[config.mk]
export PLATFORM = sky130hd
export DESIGN_NAME = fbc_motor_ctrl
export DESIGN_NICKNAME = d
export VERILOG_FILES = /design/src/rtl/fbc_motor_ctrl.sv
export SDC_FILE = /design/constraint.sdc
export NUM_CORES = 1
export LEC_CHECK = 0
export ABC_AREA = 1
export BUFFER_PORTS_ARGS = -buffer_cell sky130_fd_sc_hd__buf_4
export CORE_UTILIZATION = 53
export DETAILED_ROUTE_END_ITERATION = 6
export PLACE_DENSITY = 0.78
export REMOVE_ABC_BUFFERS = 1
export SETUP_SLACK_MARGIN = 0.4
export SYNTH_ARGS = -nofsm -noshare
export SYNTH_HDL_FRONTEND = slang
export SYNTH_SLANG_ARGS = --single-unit
[constraint.sdc]
create_clock -name clk_i -period 1.76 [get_ports clk_i]
set_clock_uncertainty 0.1 [all_clocks]
set_input_delay 0.352 -clock clk_i [delete_from_list [all_inputs] [get_ports clk_i]]
set_output_delay 0.352 -clock clk_i [all_outputs]
set_load 0.01 [all_outputs]
[src/rtl/fbc_motor_ctrl.sv]
// Motor overload sequencer: debounces |Ufeed| against a threshold, drives the
// fbc_motor overload enable and latches a fault when the Ufeed strobe stops.
// Ports: clk_i, rst_n_i (async, active low), ctrl_enable_i, motor_state_i,
//   motor_Ufeed_en_i/motor_Ufeed_i (sample strobe/value), overload_ufeed_thre_i,
//   fault_clear_i -> overload_motor_en_o, ctrl_state_o, sample_timeout_o.
// Optional FBC_MOTOR_CTRL_STAT_EN adds overload_evt_cnt_o (OVERLOAD entries).
module fbc_motor_ctrl #(
  parameter logic [2:0] RUN_STATE   = 3'd2,
  parameter int         ARM_SAMPLES = 4,
  parameter int         TRIP_CNT    = 8,
  parameter int         RELEASE_CNT = 16,
  parameter int         HOLDOFF_CYC = 256,
  parameter int         WDOG_CYC    = 1024
) (
  input  logic        clk_i,
  input  logic        rst_n_i,
  input  logic        ctrl_enable_i,
  input  logic [2:0]  motor_state_i,
  input  logic        motor_Ufeed_en_i,
  input  logic [15:0] motor_Ufeed_i,
  input  logic [15:0] overload_ufeed_thre_i,
  input  logic        fault_clear_i,
  output logic        overload_motor_en_o,
  output logic [2:0]  ctrl_state_o,
  output logic        sample_timeout_o
`ifdef FBC_MOTOR_CTRL_STAT_EN
  ,
  output logic [15:0] overload_evt_cnt_o
`endif
);

  localparam int AW = $clog2(ARM_SAMPLES + 1);
  localparam int TW = $clog2(TRIP_CNT + 1);
  localparam int RW = $clog2(RELEASE_CNT + 1);
  localparam int HW = $clog2(HOLDOFF_CYC + 1);
  localparam int WW = $clog2(WDOG_CYC + 1);

  localparam logic [AW-1:0] ARM_N  = AW'(ARM_SAMPLES);
  localparam logic [TW-1:0] TRIP_N = TW'(TRIP_CNT);
  localparam logic [RW-1:0] REL_N  = RW'(RELEASE_CNT);
  localparam logic [HW-1:0] HOLD_L = HW'(HOLDOFF_CYC - 1);
  localparam logic [WW-1:0] WD_L   = WW'(WDOG_CYC - 1);
  localparam logic [AW-1:0] A1 = AW'(1);
  localparam logic [TW-1:0] T1 = TW'(1);
  localparam logic [RW-1:0] R1 = RW'(1);
  localparam logic [HW-1:0] H1 = HW'(1);
  localparam logic [WW-1:0] W1 = WW'(1);

  typedef enum logic [2:0] {
    S_IDLE     = 3'd0,
    S_ARM      = 3'd1,
    S_MONITOR  = 3'd2,
    S_OVERLOAD = 3'd3,
    S_RECOVER  = 3'd4,
    S_FAULT    = 3'd5
  } state_t;

  state_t state_q, state_d;
  logic [AW-1:0] arm_q, arm_d;
  logic [TW-1:0] trip_q, trip_d, trip_inc;
  logic [RW-1:0] rel_q, rel_d, rel_inc;
  logic [HW-1:0] hold_q, hold_d;
  logic [WW-1:0] wdog_q, wdog_d;
  logic          en_q, to_q;
  logic [15:0]   mag;
  logic          over, run, strobe;

  // |x| with the most negative code clamped to 16'h7FFF
  always_comb begin
    mag = motor_Ufeed_i;
    if (motor_Ufeed_i == 16'h8000) mag = 16'h7FFF;
    else if (motor_Ufeed_i[15])    mag = -motor_Ufeed_i;
  end

  assign over     = (mag >= overload_ufeed_thre_i);
  assign run      = ctrl_enable_i && (motor_state_i == RUN_STATE);
  assign strobe   = motor_Ufeed_en_i;
  assign trip_inc = (trip_q == TRIP_N) ? trip_q : trip_q + T1;
  assign rel_inc  = (rel_q == REL_N) ? rel_q : rel_q + R1;

  always_comb begin
    state_d = state_q;
    arm_d   = arm_q;
    trip_d  = trip_q;
    rel_d   = rel_q;
    hold_d  = hold_q;
    wdog_d  = wdog_q;
    if (state_q == S_FAULT) begin
      wdog_d = '0;
      if (fault_clear_i) state_d = S_IDLE;
    end else if (!run) begin
      state_d = S_IDLE;
      arm_d   = '0;
      trip_d  = '0;
      rel_d   = '0;
      hold_d  = '0;
      wdog_d  = '0;
    end else begin
      case (state_q)
        S_IDLE: begin
          state_d = S_ARM;
          arm_d   = '0;
          trip_d  = '0;
          rel_d   = '0;
          hold_d  = '0;
          wdog_d  = '0;
        end
        S_ARM, S_MONITOR, S_OVERLOAD: begin
          // expiry beats a strobe landing in the same cycle
          if (wdog_q == WD_L) begin
            state_d = S_FAULT;
            wdog_d  = '0;
          end else if (!strobe) begin
            wdog_d = wdog_q + W1;
          end else begin
            wdog_d = '0;
            case (state_q)
              S_ARM: begin
                arm_d = arm_q + A1;
                if (arm_q + A1 == ARM_N) begin
                  state_d = S_MONITOR;
                  arm_d   = '0;
                  trip_d  = '0;
                end
              end
              S_MONITOR: begin
                trip_d = over ? trip_inc : '0;
                if (over && trip_inc == TRIP_N) begin
                  state_d = S_OVERLOAD;
                  rel_d   = '0;
                end
              end
              default: begin
                rel_d = over ? '0 : rel_inc;
                if (!over && rel_inc == REL_N) begin
                  state_d = S_RECOVER;
                  hold_d  = '0;
                end
              end
            endcase
          end
        end
        S_RECOVER: begin
          wdog_d = '0;
          if (hold_q == HOLD_L) begin
            state_d = S_MONITOR;
            hold_d  = '0;
            trip_d  = '0;
          end else begin
            hold_d = hold_q + H1;
          end
        end
        default: begin
          state_d = S_IDLE;
          arm_d   = '0;
          trip_d  = '0;
          rel_d   = '0;
          hold_d  = '0;
          wdog_d  = '0;
        end
      endcase
    end
  end

  always_ff @(posedge clk_i or negedge rst_n_i) begin
    if (!rst_n_i) begin
      state_q <= S_IDLE;
      arm_q   <= '0;
      trip_q  <= '0;
      rel_q   <= '0;
      hold_q  <= '0;
      wdog_q  <= '0;
      en_q    <= 1'b0;
      to_q    <= 1'b0;
    end else begin
      state_q <= state_d;
      arm_q   <= arm_d;
      trip_q  <= trip_d;
      rel_q   <= rel_d;
      hold_q  <= hold_d;
      wdog_q  <= wdog_d;
      en_q    <= (state_d == S_OVERLOAD);
      to_q    <= (state_d == S_FAULT);
    end
  end

  assign overload_motor_en_o = en_q;
  assign ctrl_state_o        = state_q;
  assign sample_timeout_o    = to_q;

`ifdef FBC_MOTOR_CTRL_STAT_EN
  logic [15:0] evt_q;

  always_ff @(posedge clk_i or negedge rst_n_i) begin
    if (!rst_n_i) begin
      evt_q <= '0;
    end else if (fault_clear_i) begin
      evt_q <= '0;
    end else if (state_q != S_OVERLOAD && state_d == S_OVERLOAD
                 && evt_q != 16'hFFFF) begin
      evt_q <= evt_q + 16'd1;
    end
  end

  assign overload_evt_cnt_o = evt_q;
`endif

endmodule

==> results_dict.tcl, run 1 <==
set metrics [dict create \
    max_stage_delay_ns 0.32 \
    wl_per_cell_um 16.3 \
    grt_pass1_wl_um 14700 \
    synth_top_area_cell "dfrtp_1" \
    finalCritPeriodShare_pct 184 \
    synth_common_cells "nand2_1 (90), inv_1 (80), nor2_1 (52), dfrtp_1 (37), nand3_1 (27)" \
    seq_area_frac_synth_pct 29.6 \
    final_area_sq_um 4670 \
    reg2reg_depth 16 \
    syn-cell-area_sq_um 3130 \
    initial_core_util_pct 55.8 \
    grt-ovfl-total 0 \
    setup_ws_ns -1.47 \
    grt_pass1_vias 3456 \
    clk_latency_ns 0.30 \
    violations "negative setup slack" \
    crit_path_frequent_cell "buf_4" \
    area_delta_synth_final_pct 49.4 \
    first_iter_violations 406 \
    cp.required_ns 1.85 \
    crit_buf_inv 5 \
    antenna_cells 0 \
    hp-start "fault_clear_i" \
    ys_async_sr_fraction_pct 100 \
    peakVddDrop_uv 497 \
    synth_edf_count 0 \
    fmax_ghz 0.310 \
    r2r_slack_ns -0.56 \
    power.density_nw_per_um2 451 \
    drive_gt1_share_pct 36.8 \
    netlist_instances 448 \
    finalCriticalPeriod_ns 3.23 \
    die_x_um 78.8 \
    crit_arrival_ns 3.32 \
    critical_path_class "primary input to flip-flop" \
    cts_root_buffer "clkbuf_8" \
    hold_path_class "primary input to flip-flop" \
    crit_family "simple AND/OR/NAND/NOR gates" \
    totalWireLength_um 10700 \
    cts_inserted_buffers 5 \
    path_cells "buf_4 > nor4_2 > inv_1 > nor3_2 > buf_4 > buf_4 > buf_4 > nor3_1 > nand3b_1 > ha_4 > nand2_2 > nor2_2 > and2_1 > nor2_1 > nand2_1 > nand2_2 > nand2_4 > nand2_1 > a21oi_2 > nand2_2 > nand2_1 > o21ai_1" \
    ios 45 \
    endpoint_kind "flip-flop" \
    multi_input_area_sq_um 2220 \
    cp-start-kind "primary input" \
    hold_depth 4 \
    p_leak_uw 0.00238 \
    cpMaxStageDelayCell "ha_4" \
    gp_congestion 0.884 \
    fill_cells 318 \
    rr_startpoint "rel_q[0]" \
    pre_cts_ws_ns -1.92 \
    worst_pin_slew_ns 0.487 \
    htreeDepth 2 \
    rsz0062_at_grt "true" \
    drt-pass1-iter-count 5 \
    die_area_sq_um 6210 \
    fin_hold_ws_ns 0.282 \
    io_buffers 44 \
    ys.flop_type "dfrtp_1" \
    final_antenna_net_count 0 \
    clk_pin_slew_ns 0.09 \
    seq_area_sq_um 926 \
    worstHoldEndpoint "ctrl_state_o[2]" \
    vias 3674 \
    tritoncts "built" \
    status "complete, but fails checks" \
    viasPerCell 5.60 \
    avgSynthCellArea_sq_um 6.98 \
    cts_sinks 37 \
    grt_max_degree 38 \
    synth_area_leaders "dfrtp_1 (30%), nand2_1 (11%), ha_1 (10%)" \
    hold_viol 0 \
    worst-path-max-fanout 5 \
    synth.distinct_cells 40 \
    dp_hpwl_um 6050 \
    maxSlewViolCount 0 \
    gr-usage-all-layers_pct 29.7 \
    die_height_um 78.8 \
    cp_num_cells 22 \
    core_sq_um 5610 \
    grt_antenna_before_repair 0 \
    yosysMostFrequentCell "nand2_1" \
    synth_seq_cells 37 \
    finish.net_count 648 \
    reg2reg_to "hold_q[6]" \
    placedInstanceArea_sq_um 4070 \
    fp-row-count 27 \
    clk_path_buf_depth 2 \
    drc 0 \
    setup_viol_count_final 31 \
    slew_headroom_pct 67.5 \
    synth_top_area_share_pct 29.6 \
    maxCapViolations 0 \
    ys.warnings.count 0 \
]
sequential cells by signal, summed over array words and instances, names as in the netlist:
signal / cells
rel_q: 5
overload_motor_en_o: 1
trip_q: 4
hold_q: 9
sample_timeout_o: 1
ctrl_state_o: 3
arm_q: 3
wdog_q: 11
power breakdown:
part	switching (uW)	internal, uW	leakage, uW
combinational	256	223	0.00181
clock	347	426	0.0000554
sequential	2.36	852	0.000517
cells by family (layout without fill, tap and decap cells):
| group | Yosys count | after routing | synth area share, % |
|---|---|---|---|
| AO/OA/AOI/OAI | 55 | 56 | 9.96 |
| AND/OR/NAND/NOR | 226 | 227 | 34.3 |
| adder cells (fa/ha/maj) | 25 | 25 | 10.0 |
| buffers and inverters | 84 | 218 | 10.2 |
| flip-flops | 37 | 37 | 29.6 |
| XOR/XNOR | 21 | 21 | 5.88 |
worst reg2reg max path, stage by stage (launching register included):
cell and delay (ns):
dfrtp_1 0.41, inv_1 0.08, ha_1 0.22, nand2_1 0.11, inv_1 0.06, nand2_1 0.10
nand2_1 0.09, nand2_1 0.08, nand2_1 0.06, nor3_2 0.17, nand3_4 0.13, o21ai_2 0.16
inv_2 0.06, nor2_4 0.14, inv_2 0.08, a21oi_2 0.11, a21oi_1 0.05
layout by cell type, fill, tap and decap left out, types with 6 or more instances in the layout:
cell     count
a21oi_1     12
a21oi_2      6
buf_4      116
buf_6       11
dfrtp_1     37
ha_1        21
inv_1       76
nand2_1     82
nand2_2      9
nand3_1     23
nor2_1      47
nor2_4       9
nor3_1       9
o21ai_0      6
o21ai_1      9
o21ai_2      9
xor2_1      19
metal layers:
metal	share of wire, %	global-route usage (%)	wire length [um]	vias to the layer above
li1	-	-	-	1715
met1	38	34.3	4040	1708
met2	52	55.9	5590	185
met3	5.6	4.14	600	66
met4	4.5	9.82	479	0
met5	0	0	0	-
worst max-delay path by stage:
stage	startpoint	endpoint
after floorplan	motor_Ufeed_i[3]	hold_q[6]
after global placement	motor_Ufeed_i[3]	hold_q[6]
after detailed placement	motor_Ufeed_i[1]	hold_q[6]
after CTS	motor_Ufeed_i[3]	hold_q[6]
after global routing	motor_Ufeed_i[3]	overload_motor_en_o
final	motor_Ufeed_i[2]	rel_q[4]
repair_timing:
action | 4_1_cts | 5_1_grt
resized for setup | 51 | 47
hold buffers | 1 | 0
setup buffers | 6 | 6
cloned | 1 | 1
endpoints found under the hold margin | 37 | 0
pin swaps | 17 | 37
endpoints found under the setup margin | 39 | 39
per-stage QoR:
| stage | util (%) | std cells | setup TNS, ns | power, uW |
|---|---|---|---|---|
| 3_3_place_gp | 72.6 | 633 | -37.81 | 1220 |
| 3_5_place_dp | 72.6 | 633 | -42.27 | 1230 |
| 6_report | 83.4 | 656 | -33.89 | 2110 |
| 5_1_grt | 83.4 | 656 | -38.53 | 2180 |
| 4_1_cts | 79.3 | 649 | -28.92 | 2010 |
| 2_1_floorplan | - | 445 | -26.95 | 1040 |
final cells by class:
type / instances / area share (%)
clock buffers: 6 / 1.55
clock inverters: 2 / 0.830
inverters: 81 / 6.50
multi-input cells: 329 / 47.6
flip-flops and latches: 37 / 19.8
well taps: 72 / 1.93
repair buffers: 129 / 21.8
Note: power is estimated with default switching activity, not from simulation.
==> run 2, diff against run 1 <==
--- a/config.mk
+++ b/config.mk
@@ -9,6 +9,7 @@
 export BUFFER_PORTS_ARGS = -buffer_cell sky130_fd_sc_hd__buf_4
 export CORE_UTILIZATION = 53
 export DETAILED_ROUTE_END_ITERATION = 6
+export MAX_ROUTING_LAYER = met4
 export PLACE_DENSITY = 0.78
 export REMOVE_ABC_BUFFERS = 1
 export SETUP_SLACK_MARGIN = 0.4
==> constraint.sdc (replaced) <==
create_clock -name clk_i -period 2.8 [get_ports clk_i]
set_clock_uncertainty 0.1 [all_clocks]
set_input_delay 0.56 -clock clk_i [delete_from_list [all_inputs] [get_ports clk_i]]
set_output_delay 0.56 -clock clk_i [all_outputs]
set_load 0.01 [all_outputs]
==> run 2 against run 1 <==
The flow still finishes with violations (negative setup slack); global-route usage decreased by 1.9 points; register-to-register slack gained 1.1 ns; utilization fell by 7.5 points; non-clock buffer count decreased by 46; final area fell by 9.0%; worst hold slack lost 0.16 ns; die area did not move; sequential share of layout area is 2.0 points higher.
==> results_dict.tcl, run 2 (synthesized netlist as in run 1, its figures left out) <==
set metrics [dict create \
    status "complete, but fails checks" \
    violations "negative setup slack" \
    largestRegisters "wdog_q x11, hold_q x9, rel_q x5" \
    fp-row-count 27 \
    drive_gt1_share_pct 30.8 \
    endpoint_kind "flip-flop" \
    layout_commonest_cell "nand2_1" \
    area_delta_synth_final_pct 35.9 \
    maxCapViolations 0 \
    power.density_nw_per_um2 298 \
    wl_per_cell_um 13.9 \
    cts_inserted_buffers 5 \
    fin_cells 607 \
    crit_arrival_ns 3.43 \
    clk_path_buf_depth 2 \
    grt-ovfl-total 0 \
    slew_headroom_pct 66.4 \
    finalCriticalPeriod_ns 3.30 \
    first_iter_violations 200 \
    io_buffers 44 \
    drc 0 \
    regMostFlops "wdog_q" \
    viasPerCell 5.43 \
    fmax_ghz 0.303 \
    hold_viol 0 \
    grt_antenna_before_repair 0 \
    placedInstanceArea_sq_um 3760 \
    cp-start-kind "primary input" \
    cp.required_ns 2.93 \
    htreeDepth 2 \
    p_leak_uw 0.00211 \
    die_area_sq_um 6210 \
    dp_hpwl_um 5600 \
    clk_latency_ns 0.29 \
    die_height_um 78.8 \
    gp_congestion 0.878 \
    gr-usage-all-layers_pct 27.8 \
    total_power_uw 1270 \
    final_cell_mix "nand2_1 (81), inv_1 (73), buf_4 (73)" \
    final_antenna_net_count 0 \
    ios 45 \
    rr_startpoint "rel_q[0]" \
    tritoncts "built" \
    grt_max_degree 38 \
    final_area_sq_um 4250 \
    finalCritPeriodShare_pct 118 \
    path_cells "buf_4 > nor4_4 > inv_2 > nor3_4 > nand2_1 > nor3_2 > a21oi_1 > inv_1 > nor2_1 > nor2_1 > nand2_1 > ha_4 > nand2_1 > nor3_2 > nand2_2 > nand2_4 > nand3_2 > nand3_2 > nand2_1 > nand2_1 > nand2_1 > nand2_2 > nand3_2 > nor2_1" \
    vias 3299 \
    clk_pin_slew_ns 0.07 \
    cts_sinks 37 \
    peakVddDrop_uv 393 \
    finish.net_count 600 \
    setup_viol_count_final 23 \
    crit_path_frequent_cell "nand2_1" \
    grt_pass1_wl_um 13400 \
    cts_root_buffer "clkbuf_8" \
    setup_ws_ns -0.499 \
    core_sq_um 5610 \
    totalWireLength_um 8450 \
    initial_core_util_pct 55.8 \
    die_x_um 78.8 \
    r2r_slack_ns 0.51 \
    antenna_cells 0 \
    rsz0062_at_grt "true" \
    critical_path_class "primary input to flip-flop" \
    worst-path-max-fanout 5 \
    hold_path_class "primary input to async pin" \
    max_stage_delay_ns 0.30 \
    fin_hold_ws_ns 0.121 \
    fin_setup_tns_ns -9.56 \
    maxSlewViolCount 0 \
    grt_pass1_vias 3180 \
    drt-pass1-iter-count 5 \
    worst_pin_slew_ns 0.500 \
    cp-startpoint "motor_Ufeed_i[2]" \
    dp_cells 591 \
    largest_reg_flops 11 \
    cpMaxStageDelayCell "ha_4" \
]
run 2: cell count changes in the layout (fill, tap and decap cells not counted), sizes merged:
cell / change
nand2: -1
dlygate4sd3: -1
buf: -45
clkbuf: -1
o21ai: -1
run 2: where the power goes:
| part | switching, uW | internal [uW] | total, uW |
|---|---|---|---|
| combinational | 148 | 132 | 281 |
| clock | 190 | 259 | 449 |
| sequential | 2.00 | 536 | 538 |
| total | 340 | 927 | 1270 |
run 2: area by class of cell:
class | instances | area, sq um
fillers | 406 | 1360
multi-input cells | 327 | 2170
clock inverters | 2 | 35.0
flip-flops and latches | 37 | 926
inverters | 81 | 304
clock buffers | 5 | 68.8
repair buffers | 83 | 661
well taps | 72 | 90.1
run 2: final timing paths:
kind	cells after the start	endpoint
hold / removal	1	rel_q[1]
hold reg to reg	2	hold_q[8]
setup reg to reg	16	hold_q[6]
min in group clk_i	2	hold_q[8]
max in group asynchronous	1	hold_q[3]
setup / recovery	24	sample_timeout_o
run 2: through the flow:
step           utilization, %  worst slack, ns
6_report                 75.8           -0.499
4_1_cts                  72.6           -0.394
3_3_place_gp             67.0           -0.904
2_1_floorplan               -           -0.434
5_1_grt                  75.8           -0.687
3_5_place_dp             67.0           -0.992
run 2: worst max-delay path, delay by kind of cell:
family / cells / cell delay [ns]
adders and majority gates: 1 / 0.30
buffers and inverters: 3 / 0.33
AOI/OAI and AO/OA: 1 / 0.12
and+or+nand+nor: 19 / 2.09
run 2: timing repair:
action                                  CTS  global route
resized for setup                        44            37
hold buffers                              0             0
hold endpoints to repair                  0             0
endpoints found under the setup margin   23            23
pin swaps                                11             8
buffers inserted                          7             2
run 2: routing by layer:
metal | global-route usage, % | routed length (um) | up-vias | part of all wire (%)
met5 | - | 0 | - | 0
met4 | 8.91 | 337 | 0 | 4.0
met3 | 4.25 | 356 | 37 | 4.2
met2 | 49.7 | 4330 | 117 | 51
met1 | 31.9 | 3420 | 1527 | 40
li1 | - | - | 1618 | -
==> run 3, diff against run 2 <==
--- a/config.mk
+++ b/config.mk
@@ -5,12 +5,12 @@
 export SDC_FILE = /design/constraint.sdc
 export NUM_CORES = 1
 export LEC_CHECK = 0
-export ABC_AREA = 1
 export BUFFER_PORTS_ARGS = -buffer_cell sky130_fd_sc_hd__buf_4
-export CORE_UTILIZATION = 53
+export CAP_MARGIN = 30
+export CORE_UTILIZATION = 52
 export DETAILED_ROUTE_END_ITERATION = 6
 export MAX_ROUTING_LAYER = met4
-export PLACE_DENSITY = 0.78
+export PLACE_DENSITY = 0.77
 export REMOVE_ABC_BUFFERS = 1
 export SETUP_SLACK_MARGIN = 0.4
 export SYNTH_ARGS = -nofsm -noshare
==> run 3 against run 2 <==
The flow still finishes with violations (negative setup slack); critical endpoint is now hold_q[7]; largest power group unchanged; worst setup slack worse by 0.82 ns; largest cell class unchanged; critical path type unchanged; register-to-register slack worse by 0.31 ns; critical path depth is 9 lower; flip-flop and latch count stayed put; clock-buffer cell count is 2 higher; cell count is 13% lower; total power is 8.1% lower; die area is 0.63% lower; clock power is 16% lower.
==> results_dict.tcl, run 3 <==
set metrics [dict create \
    layout_commonest_cell "buf_4" \
    finalCritPeriodShare_pct 147 \
    synth_seq_cells 37 \
    final_cell_mix "buf_4 (82), nand2_1 (46), dfrtp_1 (37)" \
    gr-usage-all-layers_pct 27.1 \
    worst-path-max-fanout 7 \
    hold_viol 0 \
    cpMaxStageDelayCell "or4_4" \
    maxSlewViolCount 0 \
    fill_cells 440 \
    grt_pass1_vias 2910 \
    setup_ws_ns -1.32 \
    pre_cts_ws_ns -1.76 \
    avgSynthCellArea_sq_um 8.26 \
    gp_congestion 0.887 \
    syn-cell-area_sq_um 3050 \
    drc 0 \
    peakVddDrop_uv 310 \
    cts_sinks 37 \
    regMostFlops "wdog_q" \
    dp_hpwl_um 5500 \
    hold_path_class "primary input to async pin" \
    tritoncts "built" \
    clk_latency_ns 0.29 \
    grt-ovfl-total 0 \
    cp.required_ns 2.90 \
    ys.warnings.count 0 \
    grt_antenna_before_repair 0 \
    status "complete, but fails checks" \
    maxCapViolations 0 \
    p_sw_share_pct 26.1 \
    wl_per_cell_um 14.2 \
    synth_edf_count 0 \
    power.density_nw_per_um2 293 \
    clk_pin_slew_ns 0.07 \
    drt-pass1-iter-count 4 \
    cts_inserted_buffers 5 \
    die_height_um 78.6 \
    drive_gt1_share_pct 25.3 \
    ys_async_sr_fraction_pct 100 \
    rr_startpoint "rel_q[1]" \
    largest_reg_flops 11 \
    area_delta_synth_final_pct 30.5 \
    power_frac_seq_pct 46.0 \
    critical_path_class "primary input to flip-flop" \
    dp_cells 518 \
    max_stage_delay_ns 0.54 \
    ys.flop_type "dfrtp_1" \
    fmax_ghz 0.243 \
    ios 45 \
    grt_pass1_wl_um 12900 \
    largestRegisters "wdog_q x11, hold_q x9, rel_q x5" \
    netlist_instances 369 \
    reg2reg_depth 8 \
    grt_max_degree 38 \
    crit_arrival_ns 4.22 \
    vias 2992 \
    initial_core_util_pct 54.7 \
    clk_path_buf_depth 2 \
    die_x_um 78.6 \
    fp-row-count 27 \
    r2r_slack_ns 0.20 \
    cp-start-kind "primary input" \
    antenna_cells 0 \
    p_int_uw 861 \
    pwr-share-clk_pct 32.3 \
    core_sq_um 5570 \
    die_area_sq_um 6170 \
    reg2reg_to "hold_q[7]" \
    synth_top_area_share_pct 30.4 \
    synth_common_cells "nand2_1 (46), dfrtp_1 (37), nor2_1 (33), inv_1 (32), ha_1 (25)" \
    seq_area_frac_synth_pct 30.4 \
    synth.distinct_cells 62 \
    final_antenna_net_count 0 \
    yosysMostFrequentCell "nand2_1" \
    path_cells "buf_6 > or4_4 > or3_4 > or3_4 > o31ai_4 > xor2_1 > nand2_1 > ha_4 > nand4_1 > or4_4 > o32a_4 > nand3_2 > o31ai_4 > buf_6 > o211ai_1" \
    violations "negative setup slack" \
    viasPerCell 5.68 \
    totalWireLength_um 7470 \
    switching_power_uw 304 \
    htreeDepth 2 \
    fin_cells 527 \
    endpoint_kind "flip-flop" \
    synth_area_leaders "dfrtp_1 (30%), ha_1 (10%), nand2_1 (5.7%)" \
    finish.net_count 520 \
    finalCriticalPeriod_ns 4.12 \
    synth_top_area_cell "dfrtp_1" \
    rsz0062_at_grt "true" \
    cts_root_buffer "clkbuf_8" \
    slew_headroom_pct 50.8 \
    comb_power_share_pct 21.7 \
    setup_viol_count_final 23 \
    postCtsHoldBufs 0 \
    p_leak_uw 0.00185 \
    io_buffers 44 \
    worst_pin_slew_ns 0.731 \
    first_iter_violations 137 \
]
[run 3: worst max path at each step]
stage                           from                   to  slack (ns)  cells past startpoint
finish              motor_Ufeed_i[3]            hold_q[7]       -1.32                     15
global route        motor_Ufeed_i[3]  overload_motor_en_o       -1.51                     14
CTS                 motor_Ufeed_i[3]             rel_q[1]       -1.36                     14
detailed placement  motor_Ufeed_i[3]            hold_q[7]       -1.76                     15
global placement    motor_Ufeed_i[3]            trip_q[2]       -1.65                     14
floorplan           motor_Ufeed_i[3]            trip_q[2]       -1.49                     13
[run 3: worst max-delay path, delay by kind of cell]
kind	cells	cell delay, ns
AND/OR/NAND/NOR	7	2.11
adder cells (fa/ha/maj)	1	0.28
XOR/XNOR	1	0.18
AO/OA/AOI/OAI	4	0.85
buffers and inverters	2	0.25
[run 3: final cells by class]
cell class	instances	area, sq um	area share [%]
Sequential cell	37	926	23.3
Tap cell	72	90.1	2.26
Clock buffer	7	86.3	2.17
Multi-Input combinational cell	293	2100	52.7
Timing Repair Buffer	86	661	16.6
Inverter	32	120	3.02
[run 3: power groups by stage]
stage,logic [uW],clock network (uW),registers (uW)
global placement,229,0,545
detailed placement,235,0,545
global route,284,401,535
floorplan,104,0,547
CTS,248,380,535
finish,253,376,535
[run 3: repair_timing]
action                                 in CTS  in global routing
endpoints found under the hold margin       0                  0
setup endpoints to repair                  23                 26
resized for setup                          14                 13
setup buffers                               1                  0
gates cloned                                1                  0
pin swaps                                  13                  4
[run 3: metrics by stage]
stage	cell area (sq um)	setup TNS (ns)	hold slack [ns]	power, uW	util, %
after floorplan	3020	-32.26	0.164	651	-
after global placement	3740	-36.87	0.374	774	67.2
after detailed placement	3740	-38.35	0.386	781	67.2
after CTS	3930	-29.68	0.145	1160	70.5
after global routing	3980	-32.96	0.162	1220	71.4
final	3980	-28.97	0.123	1160	71.4
[run 3: logic make-up (layout without fill, tap and decap cells)]
family	count (synthesis)	after routing	share of synthesized area, %
compound gates	85	85	20.0
mux	1	1	0.328
xor+xnor	23	23	6.61
fa+ha+maj	26	26	10.6
simple gates	158	158	27.3
flops	37	37	30.4
buf+inv	39	125	4.80
[run 3: routing by layer]
layer / global-route usage, % / wire length [um] / vias to the layer above
met3: 4.42 / 269 / 11
met2: 45.2 / 3670 / 53
met1: 34.0 / 3440 / 1430
met4: 7.04 / 86 / 0
met5: - / 0 / -
li1: - / - / 1498
